$ cat config.mk
export PLATFORM = sky130hd
export DESIGN_NAME = vec_mul_result_stage
export DESIGN_NICKNAME = d
export VERILOG_FILES = /design/src/rtl/vec_mul_result_stage.sv
export SDC_FILE = /design/constraint.sdc
export NUM_CORES = 1
export LEC_CHECK = 0
export CAP_MARGIN = 15
export CORE_MARGIN = 4
export CORE_UTILIZATION = 44
export CTS_CLUSTER_DIAMETER = 30
export CTS_CLUSTER_SIZE = 10
export DETAILED_ROUTE_END_ITERATION = 12
export HOLD_SLACK_MARGIN = 0.02
export MAX_ROUTING_LAYER = met4
export PLACE_DENSITY = 0.76
export SYNTH_ARGS = -nofsm -noshare
export SYNTH_HDL_FRONTEND = slang
export SYNTH_SLANG_ARGS = --single-unit
export TNS_END_PERCENT = 5
$ cat constraint.sdc
create_clock -name clk -period 3.8 [get_ports clk]
set_input_delay 0.38 -clock clk [delete_from_list [all_inputs] [get_ports clk]]
set_output_delay 0.38 -clock clk [all_outputs]
set_load 0.1 [all_outputs]
$ cat src/rtl/vec_mul_result_stage.sv
`default_nettype none
// ============================================================================
// Module      : vec_mul_result_stage
// Description : Result stage for the Vedic vector multiplier. It applies
//               per-lane sign correction, then selects the lane half.
// Revision    : 1.0 - initial release
// ============================================================================
module vec_mul_result_stage #(
    parameter int DATA_W = 32,
    parameter int PREC_W = 2,
    parameter int OP_W   = 2
) (
    input  logic                  clk,
    input  logic                  rst_n,
    input  logic                  in_valid,
    output logic                  in_ready,
    input  logic [2*DATA_W-1:0]   in_prod_mag,
    input  logic [3:0]            in_neg_lane,
    input  logic [PREC_W-1:0]     in_precision,
    input  logic [OP_W-1:0]       in_op,
    output logic                  out_valid,
    input  logic                  out_ready,
    output logic [DATA_W-1:0]     out_result
);

    localparam int                 PROD_W    = 2 * DATA_W;
    localparam logic [PREC_W-1:0]  C_PREC_8  = PREC_W'(0);
    localparam logic [PREC_W-1:0]  C_PREC_16 = PREC_W'(1);
    localparam logic [OP_W-1:0]    C_OP_MUL  = OP_W'(0);

    logic                 r_s1_valid;
    logic [PROD_W-1:0]    r_s1_prod;
    logic [PREC_W-1:0]    r_s1_prec;
    logic [OP_W-1:0]      r_s1_op;

    logic                 w_s2_free;
    logic [PROD_W-1:0]    w_corr8;
    logic [PROD_W-1:0]    w_corr16;
    logic [PROD_W-1:0]    w_corr32;
    logic [PROD_W-1:0]    w_corr;
    logic                 w_hi;
    logic [DATA_W-1:0]    w_sel8;
    logic [DATA_W-1:0]    w_sel16;
    logic [DATA_W-1:0]    w_sel32;
    logic [DATA_W-1:0]    w_sel;

    assign w_s2_free = !out_valid || out_ready;
    assign in_ready  = !r_s1_valid || w_s2_free;

    // Each lane negates independently so a carry can never leak into its neighbour.
    for (genvar i = 0; i < 4; i++) begin : g_neg8
        assign w_corr8[16*i +: 16] = in_neg_lane[i] ? (~in_prod_mag[16*i +: 16] + 16'd1)
                                                    : in_prod_mag[16*i +: 16];
    end

    for (genvar i = 0; i < 2; i++) begin : g_neg16
        assign w_corr16[32*i +: 32] = in_neg_lane[i] ? (~in_prod_mag[32*i +: 32] + 32'd1)
                                                     : in_prod_mag[32*i +: 32];
    end

    assign w_corr32 = in_neg_lane[0] ? (~in_prod_mag + 64'd1) : in_prod_mag;

    always_comb begin
        w_corr = w_corr32;
        if (in_precision == C_PREC_8) begin
            w_corr = w_corr8;
        end else if (in_precision == C_PREC_16) begin
            w_corr = w_corr16;
        end
    end

    assign w_hi = (r_s1_op != C_OP_MUL);

    for (genvar i = 0; i < 4; i++) begin : g_sel8
        assign w_sel8[8*i +: 8] = w_hi ? r_s1_prod[16*i+8 +: 8] : r_s1_prod[16*i +: 8];
    end

    for (genvar i = 0; i < 2; i++) begin : g_sel16
        assign w_sel16[16*i +: 16] = w_hi ? r_s1_prod[32*i+16 +: 16] : r_s1_prod[32*i +: 16];
    end

    assign w_sel32 = w_hi ? r_s1_prod[PROD_W-1:DATA_W] : r_s1_prod[DATA_W-1:0];

    // Code 11 is reserved and falls through to the 32-bit path.
    always_comb begin
        w_sel = w_sel32;
        if (r_s1_prec == C_PREC_8) begin
            w_sel = w_sel8;
        end else if (r_s1_prec == C_PREC_16) begin
            w_sel = w_sel16;
        end
    end

    always_ff @(posedge clk) begin
        if (!rst_n) begin
            r_s1_valid <= 1'b0;
            r_s1_prod  <= '0;
            r_s1_prec  <= '0;
            r_s1_op    <= '0;
            out_valid  <= 1'b0;
            out_result <= '0;
        end else begin
            if (in_ready) begin
                r_s1_valid <= in_valid;
                if (in_valid) begin
                    r_s1_prod <= w_corr;
                    r_s1_prec <= in_precision;
                    r_s1_op   <= in_op;
                end
            end
            if (w_s2_free) begin
                out_valid <= r_s1_valid;
                if (r_s1_valid) begin
                    out_result <= w_sel;
                end
            end
        end
    end

endmodule
`default_nettype wire

==> impl_metrics.yaml, run 1 <==
outcome:
  status: "finished clean"
grt:
  grt_usage_pct: 27.2
  grt_use_met2_pct: 38.5
  grt_use_met1_pct: 38.3
  grtUsageMet3_pct: 6.04
  grt_overflow_total: 0
  grt_max_degree: 56
  grt_pass1_vias: 6961
  antenna_found_initial: 0
  busiest_layer: "met2"
  grt_pass1_wl_mm: 37.9
detailed_routing:
  dr.pass1.iters: 5
  dr_total_vias: 7801
  drc_errors: 0
  viasPerCell: 6.22
  wl_per_cell_microns: 19.2
  final_antenna_net_count: 0
  wl_mm: 24.1
  dr.first_iter.drc_count: 958
floorplan:
  initial_core_util_pct: 45.2
  io_pins: 110
  fp.dieArea_sq_mm: 0.0178
  die_w_microns: 133
  die_h_microns: 133
  coreArea_sq_mm: 0.0153
  rows: 45
logic_synthesis:
  synth_cells: 955
  netlist_area_sq_mm: 0.00693
  synth-seq-cells: 102
  ys_warn_count: 0
  async_flop_share_pct: 0
  ys_seq_area_share_pct: 29.5
  syn_avg_cell_area_sq_um: 7.26
  synth_edf_count: 0
  synth_cell_types: 60
  syn_nets: 1035
  ys.flop_type: "dfxtp_1"
pwr:
  ir_drop_mv: 0.212
  power_density_mw_per_mm2: 356
  p_comb_share_pct: 28.8
  p_leak_nw: 2.99
  switchingPower_w: 0.00107
  sw_frac_of_total_pct: 35.2
  seqPwrFrac_pct: 40.8
  clkPwrFrac_pct: 30.4
  p_int_w: 0.00197
sta:
  report.final.slew_viol_count: 0
  setup_viol: 0
  relSlewSlack_pct: 34.4
  worst_slew_pin_slew_ps: 980
  hold_viol_final: 0
  holdWs_ps: 455
  rsz0062_at_grt: "false"
  fin_skew_ps: 9.68
  fin_tns_setup_ps: 0
  max_freq_ghz: 0.325
  fin_crit_sh_pct: 80.9
  period_minus_slack_ps: 3070
clocking:
  clockRootBuffer: "clkbuf_16"
  clkLatencyLatePin_ps: 350
  htree_levels: 3
  postCtsResizedCells: 0
  cts_buffers: 9
  cts_max_path_buffers: 2
  clk_pin_slew_ps: 70
  cts_sinks: 102
  cts_hold_buf: 0
  post_cts_buffers: 0
  cts_tree: "built"
cells_and_area:
  area_growth_syn_to_layout_pct: 23.4
  layout_commonest_cell: "nand2_1"
  final_util_pct: 55.8
  drive_above_1_share_pct: 6.33
  design_area_sq_mm: 0.00855
  fin_nets: 1120
  n_antenna_cell: 0
  mostFrequentLayoutCells: "148 x nand2_1, 108 x clkdlybuf4s50_1, 102 x dfxtp_1, 97 x nor2_1, 75 x o21ai_0"
placement:
  dpl.hpwl_mm: 18.4
  gp_congestion: 1.03
  post_dp_cell_area_sq_mm: 0.00827
  port_buffers: 109
hold_path:
  hp-class: "reg2reg"
  min_path_cells: 2
setup_path:
  worst_ep_required_time_ps: 4050
  start_kind: "primary input"
  path_class: "in2reg"
  cp_max_fo: 8
  worstPathArrival_ps: 3320
  critPathCaptureType: "register"
  reg2reg_depth: 5
flow_run:
  cap_viol_max_count: 0
[state kept, by name (all words and copies together) (netlist names)]
register    cells
out_result     32
r_s1_prec       2
r_s1_valid      1
out_valid       1
r_s1_prod      64
r_s1_op         2
[metrics by stage]
step	cells	setup slack, ps	total power, W
after floorplan	955	269	0.00180
after global placement	1240	417	0.00212
after detailed placement	1240	386	0.00212
after CTS	1254	743	0.00303
after global routing	1254	564	0.00316
final	1254	727	0.00304
[cells by family after synthesis]
| family | count (synthesis) | share of synthesized area [%] |
|---|---|---|
| compound gates | 267 | 24.7 |
| xor+xnor | 41 | 5.18 |
| fa+ha+maj | 4 | 0.722 |
| buf+inv | 85 | 4.82 |
| flops | 102 | 29.5 |
| mux | 39 | 6.19 |
| simple gates | 417 | 28.9 |
[worst max-delay path: stages]
cell and delay [ps]:
clkdlybuf4s50_1 490, or4_4 560, or4_4 520, or4_4 600, or2_0 250, a211o_1 270, a32o_1 250
[routing by layer]
layer | vias up | part of all wire [%] | wire (microns)
met3 | 71 | 11 | 2650
met2 | 475 | 42 | 10100
met5 | - | 0 | 0
met1 | 3572 | 44 | 10600
met4 | 0 | 3.1 | 750
li1 | 3683 | - | -
[synthesized netlist by cell type (11+ instances only)]
master | number | area share (%)
nand2_1 | 148 | 8.0
dfxtp_1 | 102 | 29
nor2_1 | 99 | 5.4
o21ai_0 | 75 | 5.4
a21oi_1 | 61 | 4.4
clkbuf_1 | 58 | 3.1
a211oi_1 | 36 | 3.9
mux2i_1 | 35 | 5.1
nor4_1 | 31 | 2.8
nor3_1 | 26 | 1.9
xnor2_1 | 24 | 3.0
a311oi_1 | 23 | 2.9
nand3_1 | 23 | 1.7
nor2b_1 | 17 | 1.5
xor2_1 | 17 | 2.1
inv_1 | 16 | 0.87
and2_1 | 11 | 0.99
nand4_1 | 11 | 0.99
[area by class of cell]
type | instances | area (sq um)
fill | 1466 | 6760
multi-input combinational | 768 | 4560
sequential | 102 | 2040
timing repair buffer | 142 | 1340
tap | 211 | 264
clock buffer | 9 | 225
inverter | 17 | 63.8
clock inverter | 5 | 60.1
[power groups by stage]
stage / sequential (W) / combinational, W / clock [W]
global route: 0.00125 / 0.000939 / 0.000976
floorplan: 0.00139 / 0.000408 / 0
detailed placement: 0.00126 / 0.000861 / 0
global placement: 0.00126 / 0.000856 / 0
finish: 0.00124 / 0.000877 / 0.000925
CTS: 0.00124 / 0.000865 / 0.000924
[worst paths after layout]
| check | startpoint | end | slack, ps |
|---|---|---|---|
| worst max-delay path | in_prod_mag[10] | r_s1_prod[44]$_SDFFE_PN0P_ | 730 |
| worst min-delay path | r_s1_prod[0]$_SDFFE_PN0P_ | r_s1_prod[0]$_SDFFE_PN0P_ | 460 |
| worst max register to register | r_s1_prec[0]$_SDFFE_PN0P_ | out_result[17]$_SDFFE_PN0P_ | 1530 |
| worst min register to register | r_s1_prod[0]$_SDFFE_PN0P_ | r_s1_prod[0]$_SDFFE_PN0P_ | 460 |
Note: power is estimated with default switching activity, not from simulation.
==> run 2, diff against run 1 <==
Settings changed: PLACE_DENSITY 0.76 to 0.78.
Clock period 3.8 ns to 2.6 ns, I/O delays scaled along.
==> run 2 against run 1 <==
Clock skew decreased by 2.6 ps. First-iteration DRC count down 5.2%. Combinational power up 61%.
==> impl_metrics.yaml, run 2 (synthesis results as in run 1) <==
pwr:
  ir_drop_mv: 0.445
  p_leak_nw: 3.77
  power_density_mw_per_mm2: 475
setup_path:
  crit_slowest_cell: "or4_4"
  worst_ep_required_time_ps: 2870
  path_cells: "dlygate4sd2_1, or4_4, or4_4, or4_4, buf_6, nor3_4, mux2_2, o211ai_1"
  reg2reg_depth: 5
  start_kind: "primary input"
  critPathCaptureType: "register"
  cp_common_cell: "or4_4"
  critPathMaxStageDelay_ps: 550
  cp_max_fo: 4
  worstPathArrival_ps: 2810
  path_class: "in2reg"
cells_and_area:
  drive_above_1_share_pct: 20.7
  n_antenna_cell: 0
  final_util_pct: 62.4
  mostFrequentLayoutCells: "201 x buf_4, 148 x nand2_1, 101 x dfxtp_1, 97 x nor2_1, 75 x o21ai_0"
  reg_top3: "r_s1_prod: 64 flops, out_result: 32 flops"
  top_register: "r_s1_prod"
  fin_nets: 1256
  largest_reg_flops: 64
  area_growth_syn_to_layout_pct: 37.9
  layout_commonest_cell: "buf_4"
grt:
  grt_pass1_wl_mm: 40.4
  grtUsageMet3_pct: 4.91
  grt_use_met2_pct: 42.3
  grt_use_met1_pct: 41.3
  grt_max_degree: 64
  grt_pass1_vias: 7517
  antenna_found_initial: 0
  grt_usage_pct: 28.8
  busiest_layer: "met2"
  grt_overflow_total: 0
floorplan:
  initial_core_util_pct: 45.2
  fp.dieArea_sq_mm: 0.0178
  rows: 45
  io_pins: 110
  coreArea_sq_mm: 0.0153
  die_w_microns: 133
  die_h_microns: 133
clocking:
  clockRootBuffer: "clkbuf_16"
  cts_max_path_buffers: 2
  clkLatencyLatePin_ps: 350
  htree_levels: 3
  cts_buffers: 9
  clk_pin_slew_ps: 70
  cts_tree: "built"
  cts_sinks: 102
sta:
  max_freq_ghz: 0.394
  fin_tns_setup_ps: 0
  worst_slew_pin_slew_ps: 899
  relSlewSlack_pct: 39.8
  fin_crit_sh_pct: 97.7
  hold_viol_final: 0
  fin_skew_ps: 7.05
  period_minus_slack_ps: 2540
  report.final.slew_viol_count: 0
  setup_viol: 0
  rsz0062_at_grt: "true"
detailed_routing:
  dr_total_vias: 8284
  dr.pass1.iters: 5
  final_antenna_net_count: 0
  wl_per_cell_microns: 18.6
  wl_mm: 25.9
  viasPerCell: 5.95
  dr.first_iter.drc_count: 908
  drc_errors: 0
hold_path:
  hp-class: "reg2reg"
  min_path_cells: 2
outcome:
  status: "finished clean"
placement:
  port_buffers: 109
  gp_congestion: 1.00
  dpl.hpwl_mm: 20.3
flow_run:
  cap_viol_max_count: 0
## run 2: critical path: cells and delay by family
family / cells / cell delay [ps]
buffers and inverters: 2 / 400
muxes: 1 / 350
AOI/OAI and AO/OA: 1 / 80
and+or+nand+nor: 4 / 1720
## run 2: path summary, 6_finish.rpt
| path | start | to | slack, ps |
|---|---|---|---|
| worst max-delay path | in_prod_mag[7] | r_s1_prod[62]$_SDFFE_PN0P_ | 60 |
| worst min-delay path | r_s1_prod[60]$_SDFFE_PN0P_ | r_s1_prod[60]$_SDFFE_PN0P_ | 460 |
| worst max register to register | r_s1_prec[0]$_SDFFE_PN0P_ | out_result[12]$_SDFFE_PN0P_ | 470 |
| worst min register to register | r_s1_prod[60]$_SDFFE_PN0P_ | r_s1_prod[60]$_SDFFE_PN0P_ | 460 |
## run 2: timing repair
item,CTS,global route
endpoints found under the setup margin,13,5
gates resized for setup,14,3
hold buffers,0,0
pin swaps,6,3
setup buffers,1,0
## run 2: area by class of cell
type                    count  area (sq um)
repair buffers            278          2280
fillers                  1469          5760
clock inverters             6          51.3
flip-flops and latches    102          2050
inverters                  17          63.8
multi-input cells         768          4610
clock buffers              10           239
well taps                 211           264
## run 2: power breakdown
group / switching [W] / internal, W
logic: 0.000864 / 0.000549
clock network: 0.000626 / 0.000691
registers: 0.000121 / 0.00169
## run 2: per-layer routing
metal,wire length [microns],up-vias
met2,11200,453
met5,0,-
met3,2510,56
met1,11600,3816
met4,585,0
li1,-,3959
## run 2: metrics by stage
stage               cells  setup slack, ps  power (W)  cell area, sq um  hold slack (ps)
finish               1392             60.4    0.00454              9560              461
detailed placement   1375             -561    0.00323              9220              450
floorplan             955             -225    0.00263              6950              389
global route         1392            -10.4    0.00471              9560              476
global placement     1375             -512    0.00321              9220              441
CTS                  1392             3.40    0.00453              9540              463
